File: config.mk
export PLATFORM = sky130hd
export DESIGN_NAME = data_memory_dump_controller
export DESIGN_NICKNAME = d
export VERILOG_FILES = /design/src/rtl/dmem_dump_pkg.sv /design/src/rtl/data_memory_dump_controller_serializer.sv /design/src/rtl/data_memory_dump_controller.sv
export SDC_FILE = /design/constraint.sdc
export NUM_CORES = 1
export LEC_CHECK = 0
export CAP_MARGIN = 20
export CORE_UTILIZATION = 48
export CTS_CLUSTER_SIZE = 25
export DETAILED_ROUTE_END_ITERATION = 6
export PLACE_DENSITY = 0.88
export SETUP_SLACK_MARGIN = 0.05
export SLEW_MARGIN = 0
export SYNTH_ARGS = -nofsm -noshare
export SYNTH_HDL_FRONTEND = slang
export SYNTH_SLANG_ARGS = --single-unit
File: constraint.sdc
create_clock -name clock -period 2.1 [get_ports clock]
set_input_delay 0.21 -clock clock [delete_from_list [all_inputs] [get_ports clock]]
set_output_delay 0.21 -clock clock [all_outputs]
set_load 0.02 [all_outputs]
File: src/rtl/dmem_dump_pkg.sv
`default_nettype none
// ============================================================================
// Module      : dmem_dump_pkg
// Description : Shared types, default parameters and helper functions for
//               the data memory dump controller.
// Revision    : 1.0 - initial release
// ============================================================================
package dmem_dump_pkg;

    localparam int unsigned DEF_ADDR_WIDTH   = 6;
    localparam int unsigned DEF_DATA_WIDTH   = 32;
    localparam int unsigned DEF_READ_LATENCY = 2;

    // Wide enough to hold READ_LATENCY-1 for the largest legal latency (3)
    localparam int unsigned LAT_CNT_WIDTH = 2;

    // Dump controller states, explicitly encoded
    typedef logic [1:0] state_t;
    localparam state_t ST_IDLE = 2'd0;
    localparam state_t ST_WAIT = 2'd1;
    localparam state_t ST_SEND = 2'd2;
    localparam state_t ST_DONE = 2'd3;

    function automatic int unsigned bytes_per_word(input int unsigned data_width);
        return data_width / 8;
    endfunction

    // Index width for a counter over n items, never narrower than one bit
    function automatic int unsigned index_width(input int unsigned n);
        return (n <= 1) ? 1 : $clog2(n);
    endfunction

endpackage
`default_nettype wire

File: src/rtl/data_memory_dump_controller_serializer.sv
`default_nettype none
// ============================================================================
// Module      : word_byte_serializer
// Description : Loads one memory word and presents it LSB-byte first on a
//               valid/ready port; flags acceptance of the final byte.
// Revision    : 1.0 - initial release
// ============================================================================
module word_byte_serializer
    import dmem_dump_pkg::*;
#(
    parameter int unsigned DATA_WIDTH = DEF_DATA_WIDTH
) (
    input  logic                  clock,
    input  logic                  reset,
    input  logic                  load,
    input  logic [DATA_WIDTH-1:0] word,
    input  logic                  tx_ready,
    output logic [7:0]            tx_data,
    output logic                  tx_valid,
    output logic                  last_accept
);

    localparam int unsigned BYTES    = bytes_per_word(DATA_WIDTH);
    localparam int unsigned IDX_W    = index_width(BYTES);
    localparam logic [IDX_W-1:0] LAST_IDX = IDX_W'(BYTES - 1);

    logic [DATA_WIDTH-1:0] r_shift;
    logic [DATA_WIDTH-1:0] w_shifted;
    logic [IDX_W-1:0]      r_idx;
    logic [7:0]            r_tx_data;
    logic                  r_tx_valid;
    logic                  w_accept;

    assign w_shifted   = r_shift >> 8;
    assign w_accept    = r_tx_valid && tx_ready;
    assign last_accept = w_accept && (r_idx == LAST_IDX);
    assign tx_data     = r_tx_data;
    assign tx_valid    = r_tx_valid;

    // Load a word, then advance one byte per accepted transfer; data holds otherwise
    always_ff @(posedge clock) begin
        if (reset) begin
            r_shift    <= '0;
            r_idx      <= '0;
            r_tx_data  <= 8'h00;
            r_tx_valid <= 1'b0;
        end else if (load) begin
            r_shift    <= word;
            r_idx      <= '0;
            r_tx_data  <= word[7:0];
            r_tx_valid <= 1'b1;
        end else if (w_accept) begin
            if (r_idx == LAST_IDX) begin
                r_tx_valid <= 1'b0;
            end else begin
                r_shift   <= w_shifted;
                r_idx     <= r_idx + 1'b1;
                r_tx_data <= w_shifted[7:0];
            end
        end
    end

endmodule
`default_nettype wire

File: src/rtl/data_memory_dump_controller.sv
`default_nettype none
// ============================================================================
// Module      : data_memory_dump_controller
// Description : Passes CPU memory signals through when idle; on request it
//               freezes the CPU clock, sweeps the whole data memory and
//               streams every word out byte-wise over valid/ready.
// Revision    : 1.0 - initial release
// ============================================================================
module data_memory_dump_controller
    import dmem_dump_pkg::*;
#(
    parameter int unsigned ADDR_WIDTH   = DEF_ADDR_WIDTH,
    parameter int unsigned DATA_WIDTH   = DEF_DATA_WIDTH,
    parameter int unsigned READ_LATENCY = DEF_READ_LATENCY
) (
    input  logic                  clock,
    input  logic                  reset,
    input  logic                  dump_start,
    input  logic                  project_clock_in,
    input  logic [ADDR_WIDTH-1:0] address_in,
    input  logic                  wren_in,
    input  logic [DATA_WIDTH-1:0] q_in,
    output logic [ADDR_WIDTH-1:0] address_out,
    output logic                  wren_out,
    output logic                  project_clock_out,
    output logic [7:0]            tx_data,
    output logic                  tx_valid,
    input  logic                  tx_ready,
    output logic                  busy,
    output logic                  done
);

    localparam logic [LAT_CNT_WIDTH-1:0] LAT_RELOAD = LAT_CNT_WIDTH'(READ_LATENCY - 1);
    localparam logic [ADDR_WIDTH-1:0]    ADDR_LAST  = '1;

    state_t                   r_state,   w_state_next;
    logic [ADDR_WIDTH-1:0]    r_address, w_address_next;
    logic                     r_wren,    w_wren_next;
    logic                     r_pclk,    w_pclk_next;
    logic                     r_busy,    w_busy_next;
    logic                     r_done,    w_done_next;
    logic [LAT_CNT_WIDTH-1:0] r_lat,     w_lat_next;
    logic                     w_load;
    logic                     w_last_accept;

    assign address_out       = r_address;
    assign wren_out          = r_wren;
    assign project_clock_out = r_pclk;
    assign busy              = r_busy;
    assign done              = r_done;

    word_byte_serializer #(
        .DATA_WIDTH (DATA_WIDTH)
    ) u_serializer (
        .clock       (clock),
        .reset       (reset),
        .load        (w_load),
        .word        (q_in),
        .tx_ready    (tx_ready),
        .tx_data     (tx_data),
        .tx_valid    (tx_valid),
        .last_accept (w_last_accept)
    );

    // State and all registered outputs; reset also aborts a dump in flight
    always_ff @(posedge clock) begin
        if (reset) begin
            r_state   <= ST_IDLE;
            r_address <= '0;
            r_wren    <= 1'b0;
            r_pclk    <= 1'b0;
            r_busy    <= 1'b0;
            r_done    <= 1'b0;
            r_lat     <= '0;
        end else begin
            r_state   <= w_state_next;
            r_address <= w_address_next;
            r_wren    <= w_wren_next;
            r_pclk    <= w_pclk_next;
            r_busy    <= w_busy_next;
            r_done    <= w_done_next;
            r_lat     <= w_lat_next;
        end
    end

    // Next-state logic: passthrough in idle, address sweep and read wait while dumping
    always_comb begin
        w_state_next   = r_state;
        w_address_next = r_address;
        w_wren_next    = r_wren;
        w_pclk_next    = r_pclk;
        w_busy_next    = r_busy;
        w_done_next    = 1'b0;
        w_lat_next     = r_lat;
        w_load         = 1'b0;

        case (r_state)
            ST_IDLE: begin
                if (dump_start) begin
                    w_state_next   = ST_WAIT;
                    w_address_next = '0;
                    w_wren_next    = 1'b0;
                    w_pclk_next    = 1'b0;
                    w_busy_next    = 1'b1;
                    w_lat_next     = LAT_RELOAD;
                end else begin
                    w_address_next = address_in;
                    w_wren_next    = wren_in;
                    w_pclk_next    = project_clock_in;
                    w_busy_next    = 1'b0;
                end
            end
            ST_WAIT: begin
                // q_in is valid for the current address once the counter has run out
                if (r_lat == '0) begin
                    w_load       = 1'b1;
                    w_state_next = ST_SEND;
                end else begin
                    w_lat_next = r_lat - 1'b1;
                end
            end
            ST_SEND: begin
                if (w_last_accept) begin
                    if (r_address == ADDR_LAST) begin
                        w_state_next = ST_DONE;
                        w_done_next  = 1'b1;
                    end else begin
                        w_state_next   = ST_WAIT;
                        w_address_next = r_address + 1'b1;
                        w_lat_next     = LAT_RELOAD;
                    end
                end
            end
            ST_DONE: begin
                w_state_next = ST_IDLE;
                w_busy_next  = 1'b0;
            end
            default: begin
                w_state_next = ST_IDLE;
            end
        endcase
    end

endmodule
`default_nettype wire

**Word level (Yosys, flattened, before mapping)**

Index checks and enable logic that the tools add are counted.

- Register bits after elaboration: 57
- Latch bits: 0
- RAM bits: 0
- ROM bits: 0
- Output and inout bits: 19
- Memories kept: 0

- Add/sub/neg operators: 3
- $mul: 0
- Divide/modulo/power cells: 0
- $lt $le $gt $ge: 0
- Eq/ne operators: 11
- Shift operators: 0
- Mux-type cells: 29
- Bitwise operators: 3
- Reduce and logical (&&, ||, !) cells: 17

Operators with widths:

| cell | count |
|---|---|
| two-way mux 32 bit | 3 |
| two-way mux 8 bit | 3 |
| two-way mux 6 bit | 3 |
| two-way mux 2 bit | 7 |
| one-hot mux 6 bit (2 select lines) | 1 |
| two-way mux 1 bit | 9 |
| inequality test 2 bit, second input constant | 4 |
| one-hot mux 2 bit (4 select lines) | 1 |
| nonzero test 2 bit | 4 |
| adder 6 x 1 -> 6 bit, second input constant | 1 |
| == test 2 bit, second input constant | 3 |
| == test 6 bit, second input constant | 1 |
| one-hot mux 2 bit (3 select lines) | 1 |
| AND reduction 2 bit | 3 |
| AND reduction 3 bit | 2 |
| AND reduction 5 bit | 1 |
| logical NOT 2 bit | 2 |
| inequality test 2 x 1 -> 1 bit, second input constant | 2 |
| NOT 1 bit | 3 |
| nonzero test 3 bit | 1 |
| OR reduction 3 bit | 1 |
| adder 2 x 1 -> 2 bit, second input constant | 1 |
| == test 2 x 1 -> 1 bit, second input constant | 1 |
| logical AND 1 bit | 2 |
| 3 further kinds | 3 |

**Depth between registers and ports, before layout**

Gate-level depths: netlist of run 1.

- Depth in word-level cells: 5
- Mapped depth: 7
- Mapped depth without buffers: 6

**Cells and area by module**

A second synthesis of run 1 with hierarchy kept.

- Cell total of the unflattened synthesis: 286
- Area, all modules: 2608.8 um^2

Modules (own cells, without submodules):

| module | times used | cells each | area each (um^2) |
|---|---|---|---|
| word_byte_serializer | 1 | 192 | 1788.0 |
| data_memory_dump_controller | 1 | 94 | 820.8 |

**Least setup slack after synthesis of run 1**

OpenSTA, ideal clock, no wires.

- Path kind: reg2reg
- From: reg r_state[0]
- To: reg r_address[5], in the netlist address_out[5]
- Arrival time: 1.647 ns
- Required time: 2.014 ns
- Slack: 0.368 ns
- Stages on the path, launching flop included: 7
- Path buffers: 0
- Cell sequence: dfxtp_1 -> inv_1 -> ha_1 -> and3_4 -> a221oi_4 -> o21ai_2 -> a211oi_1

- Cells in the longest elaborated chain, start to end: 3
- Elaborated cells between the ends (all ways): 7
- Those cells by class: eq/ne: 3; mux: 1; reduce/logical: 3

RTL lines:

| what | RTL line | source |
|---|---|---|
| from (decl) | data_memory_dump_controller.sv:36 | `state_t r_state, w_state_next;` |
| from (signal assigned) | data_memory_dump_controller.sv:76 | `r_state <= w_state_next;` |
| == test 2 bit or logical NOT 2 bit (tied branches) | data_memory_dump_controller.sv:97 | `case (r_state)` |
| inequality test 2 bit (no source line), or another cell as far along | n/a |  |
| AND reduction 3 bit (no source line) | n/a |  |
| to (signal assigned) | data_memory_dump_controller.sv:77 | `r_address <= w_address_next;` |
| to (decl) | data_memory_dump_controller.sv:37 | `logic [ADDR_WIDTH-1:0] r_address, w_address_next;` |

Several ways; a longest one is shown, not always the timed one.
A chain may end at the register's enable or synchronous reset.

**Worst setup path in the final report of run 1**

- From: reg r_state[0]
- To: reg r_address[0], in the netlist address_out[0]

The elaborated chain is that of the path after synthesis.

==> impl_metrics.tcl, run 1 <==
set metrics [dict create \
    maxCapViolations 0 \
    syn_area_um2 2350 \
    synth_fa_ha_area_frac 0.0426 \
    layout_commonest_cell "clkdlybuf4s50_1" \
    viasPerCell 5.25 \
    power_frac_seq 0.382 \
    skew_ns 0.00917 \
    rsz0062_at_grt "no" \
    wire_per_inst_um 12.5 \
    period_needed_ns 1.75 \
    antenna_found_initial 0 \
    slew_headroom 0.665 \
    clockRootBuffer "clkbuf_8" \
    hold_viol 0 \
    crit_fanout 5 \
    setup-tns-final_ns 0 \
    synth_top_family_by_area "compound AO/OA/AOI/OAI gates" \
    clk_latency_ns 0.30 \
    async_flop_share 0 \
    crit_arrival_ns 1.96 \
    htree_levels 2 \
    sw_frac_of_total 0.389 \
    vias 1981 \
    die_w_um 71.9 \
    start_util 0.497 \
    syn_inst 260 \
    crit_required_ns 2.31 \
    io_pins 63 \
    grt_max_degree 57 \
    clkSinkCount 49 \
    grtUsageTotal 0.195 \
    hpwl_um 3370 \
    drtIter0Drc 127 \
    first_global_vias 1932 \
    synth_seq_area_share 0.418 \
    fmax_mhz 570 \
    synth-edff-count 0 \
    gp_congestion 0.905 \
    rrSetupSlack_ns 0.35 \
    cts_hold_buf 0 \
    internal_power_mw 2.37 \
    dr.pass1.iters 4 \
    nets 361 \
    core_region_area_um2 4720 \
    die_h_um 71.9 \
    yosysWarnings 0 \
    peakVddDrop_mv 0.605 \
    combPwrFrac 0.472 \
    startpoint_type "flop" \
    status "complete, no violations" \
    synthSimpleGateAreaFrac 0.148 \
    reg2regPathDepth 6 \
    fin_crit_sh 0.835 \
    synthXorXnorAreaFrac 0.0112 \
    clk_path_buf_depth 2 \
    area_growth_pct 31.0 \
    grt_pass1_wl_um 8140 \
    synth_area_per_cell_um2 9.03 \
    critPathKind "reg2reg" \
    num_antenna_cells 0 \
    final_area_um2 3070 \
    worst_pin_slew_ns 0.503 \
    synthFlopType "dfxtp_1" \
    synth_top_area_cell "dfxtp_1" \
    synth_cell_types 35 \
    cts_made_buffers 5 \
    synthMuxAreaShare 0.111 \
    routed_wl_um 4710 \
    hold_class "in2reg" \
    critPathCaptureType "flop" \
    pre_cts_ws_ns 0.257 \
    fin_total_pwr_mw 3.88 \
    die-area_um2 5170 \
    ant_nets 0 \
    setup_viol 0 \
    rows 25 \
    gr-total-overflow 0 \
    ys_ff_latch 49 \
    final_cell_mix "61 x clkdlybuf4s50_1, 49 x dfxtp_1, 36 x nor2_1" \
    cts_tree "done" \
    drcViolationCount 0 \
    setup_ws_ns 0.347 \
    cts_resized 0 \
    drv_slew 0 \
    synth_top_area_frac 0.418 \
    drive_gt1_frac 0.0645 \
    power_frac_clock 0.146 \
    synth_area_leaders "dfxtp_1 42%, mux2i_1 11%, a211oi_1 9.6%, nor2_1 5.8%, ha_1 4.3%" \
    cts_setup_buffers 0 \
    holdPathStages 3 \
    syn-num-nets 312 \
    path_clk_slew_ns 0.10 \
    placed_area_um2 2980 \
    powerDensity_nw_per_um2 1260 \
    p_leak_nw 1.28 \
    portBuffers 62 \
    synth-compound-area-share 0.196 \
    net-switching-power_mw 1.51 \
]
## critical path, cell delays in order (launching register included)
cell and delay, ns:
dfxtp_1 0.41, inv_1 0.11, ha_1 0.22, and3_4 0.20
a22oi_1 0.35, a21oi_1 0.11, a211oi_1 0.25
## registers in the layout, indices dropped and copies added (netlist names)
signal / count
address_out: 6
busy: 1
done: 1
project_clock_out: 1
r_lat: 2
r_state: 2
u_serializer.r_idx: 2
u_serializer.r_shift: 32
u_serializer.tx_valid: 1
wren_out: 1
## synthesized netlist by cell type, drive strengths merged (2+ instances only)
| cell | count |
|---|---|
| inv | 9 |
| xnor2 | 2 |
| dfxtp | 49 |
| ha | 8 |
| clkbuf | 10 |
| mux2i | 26 |
| a22oi | 6 |
| a211oi | 30 |
| a221oi | 2 |
| nand2b | 2 |
| o21ai | 3 |
| buf | 16 |
| nor2 | 36 |
| nor3 | 6 |
| nand2 | 12 |
| a21oi | 17 |
| nand3 | 11 |
| and3 | 3 |
## worst paths after layout
kind	start	to
worst max-delay path	r_state[0]	address_out[0]
worst min-delay path	q_in[30]	u_serializer.r_shift[30]
worst max register to register	r_state[0]	address_out[0]
worst min register to register	u_serializer.r_shift[26]	u_serializer.r_shift[26]
## area by class of cell
class                           count  area (µm²)
Inverter                            9        33.8
Clock inverter                      3        26.3
Fill cell                         406        1650
Timing Repair Buffer               68         686
Tap cell                           67        83.8
Sequential cell                    49         981
Multi-Input combinational cell    176        1190
Clock buffer                        5        68.8
## power by group through the flow
stage	Sequential (mW)	Clock, mW	Combinational (mW)
final	1.48	0.568	1.83
after global routing	1.52	0.624	2.04
after CTS	1.49	0.584	1.84
after detailed placement	1.51	0	1.84
after global placement	1.49	0	1.79
after floorplan	1.54	0	1.26
## routing by layer
| metal | wire (µm) | part of all wire | vias to the layer above | GRT usage |
|---|---|---|---|---|
| met5 | 0 | 0 | - | 0 |
| met4 | 47 | 0.010 | 0 | 0.0545 |
| met3 | 263 | 0.056 | 7 | 0.0458 |
| met2 | 2200 | 0.47 | 64 | 0.335 |
| met1 | 2200 | 0.47 | 889 | 0.246 |
| li1 | - | - | 1021 | - |
## kinds of logic after synthesis
| kind of cell | after synthesis |
|---|---|
| simple gates | 76 |
| compound gates | 63 |
| flops | 49 |
| buf+inv | 35 |
| mux | 26 |
| fa+ha+maj | 8 |
| xor+xnor | 3 |
## metrics by stage
step | hold WS (ns) | utilization | instances
finish | 0.443 | 0.651 | 377
global placement | 0.455 | 0.631 | 369
global route | 0.467 | 0.651 | 377
floorplan | 0.346 | - | 260
CTS | 0.443 | 0.651 | 377
detailed placement | 0.459 | 0.631 | 369
No activity file was read; power rests on OpenSTA's default activity.
==> run 2: changes to the inputs <==
--- a/config.mk
+++ b/config.mk
@@ -6,10 +6,10 @@
 export NUM_CORES = 1
 export LEC_CHECK = 0
 export CAP_MARGIN = 20
-export CORE_UTILIZATION = 48
+export CORE_UTILIZATION = 43
 export CTS_CLUSTER_SIZE = 25
 export DETAILED_ROUTE_END_ITERATION = 6
-export PLACE_DENSITY = 0.88
+export PLACE_DENSITY = 0.84
 export SETUP_SLACK_MARGIN = 0.05
 export SLEW_MARGIN = 0
 export SYNTH_ARGS = -nofsm -noshare
==> constraint.sdc (replaced) <==
create_clock -name clock -period 1.5 [get_ports clock]
set_input_delay 0.15 -clock clock [delete_from_list [all_inputs] [get_ports clock]]
set_output_delay 0.15 -clock clock [all_outputs]
set_load 0.02 [all_outputs]
==> run 2 against run 1 <==
The flow now finishes with violations (negative setup slack). Via count increased by 22%. Combinational power increased by 130%. Critical path depth increased by 1. Utilization increased by 7.9 points. Power increased by 84%. Sequential share of layout area decreased by 5.6 points. Worst setup slack got worse by 0.51 ns. Hold slack got worse by 0.20 ns. Cell count increased by 8.8%. Clock skew about the same. Sequential cell count unchanged. Maximum frequency increased by 5.2%. Critical path type unchanged.
==> impl_metrics.tcl, run 2 (same netlist as run 1, synthesis figures left out) <==
set metrics [dict create \
    layout_commonest_cell "clkdlybuf4s50_1" \
    rows 26 \
    viasPerCell 5.91 \
    grt_max_degree 35 \
    nets 393 \
    dr.pass1.iters 5 \
    clk_latency_ns 0.32 \
    clkSinkCount 49 \
    status "finished, violations left" \
    final_util 0.730 \
    pre_cts_ws_ns -0.265 \
    die-area_um2 5760 \
    grt_pass1_wl_um 9920 \
    path_clk_slew_ns 0.09 \
    p_leak_nw 1.62 \
    worst_pin_slew_ns 0.397 \
    cp_slowest_cell "dfxtp_2" \
    die_h_um 75.9 \
    drv_slew 0 \
    cpPeakStageDelay_ns 0.35 \
    vias 2422 \
    top_register "u_serializer.r_shift" \
    crit_arrival_ns 1.89 \
    grtUsageTotal 0.238 \
    rsz0062_at_grt "yes" \
    slew_headroom 0.735 \
    area_growth_pct 60.8 \
    powerDensity_nw_per_um2 1890 \
    period_needed_ns 1.67 \
    maxCapViolations 0 \
    drtIter0Drc 268 \
    min_from "reset" \
    hold_class "in2reg" \
    ant_nets 0 \
    start_util 0.454 \
    peakVddDrop_mv 0.855 \
    crit_fanout 5 \
    startpoint "u_serializer.r_idx[0]" \
    clk_path_buf_depth 2 \
    antenna_found_initial 0 \
    portBuffers 62 \
    worstReg2RegStart "u_serializer.r_idx[0]" \
    hpwl_um 3970 \
    htree_levels 2 \
    crit_required_ns 1.72 \
    min_to "u_serializer.tx_valid" \
    fin_total_pwr_mw 7.13 \
    core_region_area_um2 5170 \
    cts_hold_buf 0 \
    hold_viol 0 \
    rrSetupSlack_ns -0.17 \
    critPathKind "reg2reg" \
    gr-total-overflow 0 \
    drive_gt1_frac 0.306 \
    reg2regPathDepth 7 \
    io_pins 63 \
    clockRootBuffer "clkbuf_8" \
    cts_tree "done" \
    first_global_vias 2125 \
    violations "negative setup slack" \
    r2r-end "u_serializer.r_shift[18]" \
    path_common_cell "buf_6" \
    largest_reg_flops 32 \
    skew_ns 0.00895 \
    fin_crit_sh 1.11 \
    crit_buf_inv 3 \
    gp_congestion 0.805 \
    critPathCaptureType "flop" \
    holdPathStages 2 \
    setup_viol 41 \
    startpoint_type "flop" \
    cts_made_buffers 5 \
    setup_ws_ns -0.167 \
    final_cells 410 \
    cp_num_cells 7 \
    wire_per_inst_um 19.5 \
    fin_hold_ws_ns 0.240 \
    worstPathCellList "ha_4, buf_6, nand3b_1, buf_6, buf_16, mux2i_1, a211oi_1" \
    drcViolationCount 0 \
    fmax_mhz 600 \
    num_antenna_cells 0 \
    die_w_um 75.9 \
    routed_wl_um 8000 \
    dpl.cell_count 389 \
    final_cell_mix "50 x clkdlybuf4s50_1, 43 x dfxtp_1, 32 x nor2_1" \
    path_delay_family "buffers and inverters" \
]
run 2: per-stage QoR:
step	area, µm²	setup TNS (ns)
2_1_floorplan	2380	0
4_1_cts	3510	-0.384
3_3_place_gp	3170	-0.901
3_5_place_dp	3170	-2.44
5_1_grt	3770	-4.39
6_report	3770	-2.09
run 2: repair_timing:
item,in CTS,in global routing
cloned,4,0
hold endpoints to repair,0,0
pin swaps,18,19
setup endpoints to repair,47,49
buffers inserted,6,6
resized for setup,40,52
run 2: worst max-delay path by stage:
stage,end
global placement,address_out[1]
CTS,u_serializer.r_shift[21]
finish,u_serializer.r_shift[18]
floorplan,address_out[5]
global route,u_serializer.r_shift[18]
detailed placement,r_state[1]
run 2: final cells by class:
class	instances	area, µm²
Clock buffer	5	68.8
Clock inverter	1	5.00
Fill cell	320	1400
Inverter	9	38.8
Multi-Input combinational cell	176	1520
Sequential cell	49	991
Tap cell	70	87.6
Timing Repair Buffer	100	1060
run 2: routing by layer:
metal | vias up | wire length [µm] | GRT usage
met5 | - | 0 | 0
met4 | 0 | 414 | 0.150
met2 | 135 | 3960 | 0.399
met3 | 39 | 503 | 0.0437
li1 | 1085 | - | -
met1 | 1163 | 3130 | 0.278
run 2: report_power, final:
part | internal, mW | switching, mW | leakage [nW] | total (mW)
logic | 2.05 | 2.21 | 1.18 | 4.25
clock network | 0.309 | 0.457 | 0.0399 | 0.766
registers | 1.78 | 0.331 | 0.404 | 2.11
total | 4.14 | 3.00 | 1.62 | 7.13
run 2: worst register-to-register path, stage by stage (launching register included):
cell	delay [ns]
dfxtp_2	0.35
ha_4	0.16
buf_6	0.11
nand3b_1	0.23
buf_6	0.20
buf_16	0.14
mux2i_1	0.12
a211oi_1	0.26
==> run 3: changes to the inputs <==
--- a/config.mk
+++ b/config.mk
@@ -11,6 +11,7 @@
 export DETAILED_ROUTE_END_ITERATION = 6
 export PLACE_DENSITY = 0.84
 export SETUP_SLACK_MARGIN = 0.05
+export SKIP_LAST_GASP = 1
 export SLEW_MARGIN = 0
 export SYNTH_ARGS = -nofsm -noshare
 export SYNTH_HDL_FRONTEND = slang
==> run 3 against run 2 <==
The run still ends with negative setup slack left. Power fell by 4.2%. Combinational power fell by 6.6%. Utilization down 1.2 points. Hold slack gained 0.014 ns. Global-route usage down 0.62 points. Die area stayed put. Cell count stayed put. Worst setup slack better by 0.052 ns. First-iteration DRC count down 34%. Clock power down 3.8%. Sequential share of layout area up 0.44 points.
==> impl_metrics.tcl, run 3 (same netlist as run 1, synthesis figures left out) <==
set metrics [dict create \
    final_area_um2 3710 \
    antenna_found_initial 0 \
    htree_levels 2 \
    internal_power_mw 4.06 \
    crit_arrival_ns 1.83 \
    p_leak_nw 1.62 \
    crit_required_ns 1.72 \
    slew_headroom 0.723 \
    drcViolationCount 0 \
    combPwrFrac 0.581 \
    portBuffers 62 \
    die-area_um2 5760 \
    startpoint_type "flop" \
    cpPeakStageDelay_ns 0.35 \
    critPathKind "reg2reg" \
    clockRootBuffer "clkbuf_8" \
    crit_buf_inv 3 \
    cp_slowest_cell "dfxtp_2" \
    setup_ws_ns -0.114 \
    status "finished, violations left" \
    sw_frac_of_total 0.406 \
    path_delay_family "buffers and inverters" \
    worstPathCellList "ha_4, buf_6, nand3b_1, buf_6, buf_16, mux2i_1, a211oi_1" \
    drtIter0Drc 178 \
    maxCapViolations 0 \
    final_cell_mix "50 x clkdlybuf4s50_1, 43 x dfxtp_1, 35 x nor2_1" \
    hpwl_um 3970 \
    crit_fanout 5 \
    peakVddDrop_mv 0.998 \
    nets 393 \
    cts_made_buffers 5 \
    first_global_vias 2080 \
    area_growth_pct 58.1 \
    power_frac_seq 0.311 \
    skew_ns 0.00696 \
    start_util 0.454 \
    hold_viol 0 \
    ant_nets 0 \
    period_needed_ns 1.61 \
    power_frac_clock 0.108 \
    largest_reg_flops 32 \
    worst_pin_slew_ns 0.416 \
    pre_cts_ws_ns -0.265 \
    num-fill-cells 322 \
    placed_area_um2 3170 \
    gr-total-overflow 0 \
    path_common_cell "buf_6" \
    die_h_um 75.9 \
    rsz0062_at_grt "yes" \
    grt_max_degree 35 \
    viasPerCell 5.62 \
    powerDensity_nw_per_um2 1840 \
    io_pins 63 \
    dr.pass1.iters 4 \
    net-switching-power_mw 2.77 \
    path_clk_slew_ns 0.09 \
    hold_class "in2reg" \
    routed_wl_um 7250 \
    top_register "u_serializer.r_shift" \
    core_region_area_um2 5170 \
    grtUsageTotal 0.231 \
    vias 2306 \
    drive_gt1_frac 0.279 \
    rows 26 \
    wire_per_inst_um 17.7 \
    setup_viol 27 \
    critPathCaptureType "flop" \
    drv_slew 0 \
    clkSinkCount 49 \
    violations "negative setup slack" \
    clk_latency_ns 0.31 \
    cts_tree "done" \
    gp_congestion 0.805 \
    layout_commonest_cell "clkdlybuf4s50_1" \
    clk_path_buf_depth 2 \
    cts_hold_buf 0 \
    die_w_um 75.9 \
    num_antenna_cells 0 \
    fmax_mhz 619 \
    fin_crit_sh 1.08 \
    grt_pass1_wl_um 9710 \
]
## run 3: cell count changes in the layout (fill, tap and decap cells not counted), moves of 2 or more
cell,delta
buf_6,-4
a211oi_1,+3
nor2_1,+3
a21oi_2,+2
buf_4,+4
a211oi_2,-3
nor2_2,-3
## run 3: worst paths after layout
| kind | from | endpoint | slack (ns) | cells past startpoint |
|---|---|---|---|---|
| hold reg to reg | u_serializer.r_shift[25] | u_serializer.r_shift[25] | 0.47 | 2 |
| hold / removal | reset | u_serializer.r_shift[27] | 0.25 | 2 |
| setup reg to reg | u_serializer.r_idx[0] | u_serializer.r_shift[23] | -0.11 | 7 |
| setup / recovery | u_serializer.r_idx[0] | u_serializer.r_shift[23] | -0.11 | 7 |
## run 3: routing by layer
metal / wire length [µm] / up-vias / GRT usage
li1: - / 1083 / -
met1: 2990 / 1108 / 0.278
met2: 3590 / 85 / 0.382
met3: 350 / 30 / 0.0503
met4: 316 / 0 / 0.130
met5: 0 / - / 0
## run 3: cell type report
cell class                      instances  area, µm²  share of cell area
Clock buffer                            5       68.8              0.0185
Clock inverter                          1       5.00             0.00135
Inverter                                9       41.3              0.0111
Multi-Input combinational cell        176       1470               0.396
Sequential cell                        49        991               0.267
Tap cell                               70       87.6              0.0236
Timing Repair Buffer                  100       1050               0.282
## run 3: power groups by stage
stage	logic (mW)	registers, mW	clock network [mW]
6_report	3.97	2.13	0.737
5_1_grt	4.22	2.17	0.805
4_1_cts	3.43	2.07	0.742
3_5_place_dp	3.03	2.08	0
3_3_place_gp	2.92	2.06	0
2_1_floorplan	1.80	2.18	0
## run 3: what timing repair did
action,in CTS,in global routing
resized for setup,39,38
setup buffers,6,7
setup endpoints to repair,47,48
cloned,4,0
pin swaps,17,15
## run 3: through the flow
stage          utilization  setup TNS [ns]  hold WS, ns  power, mW  instances
2_1_floorplan            -               0        0.286       3.99        260
3_3_place_gp         0.612          -0.901        0.453       4.98        389
3_5_place_dp         0.612           -2.44        0.462       5.12        389
4_1_cts              0.678          -0.388        0.225       6.25        405
5_1_grt              0.717           -3.97        0.263       7.20        410
6_report             0.717           -1.40        0.254       6.84        410
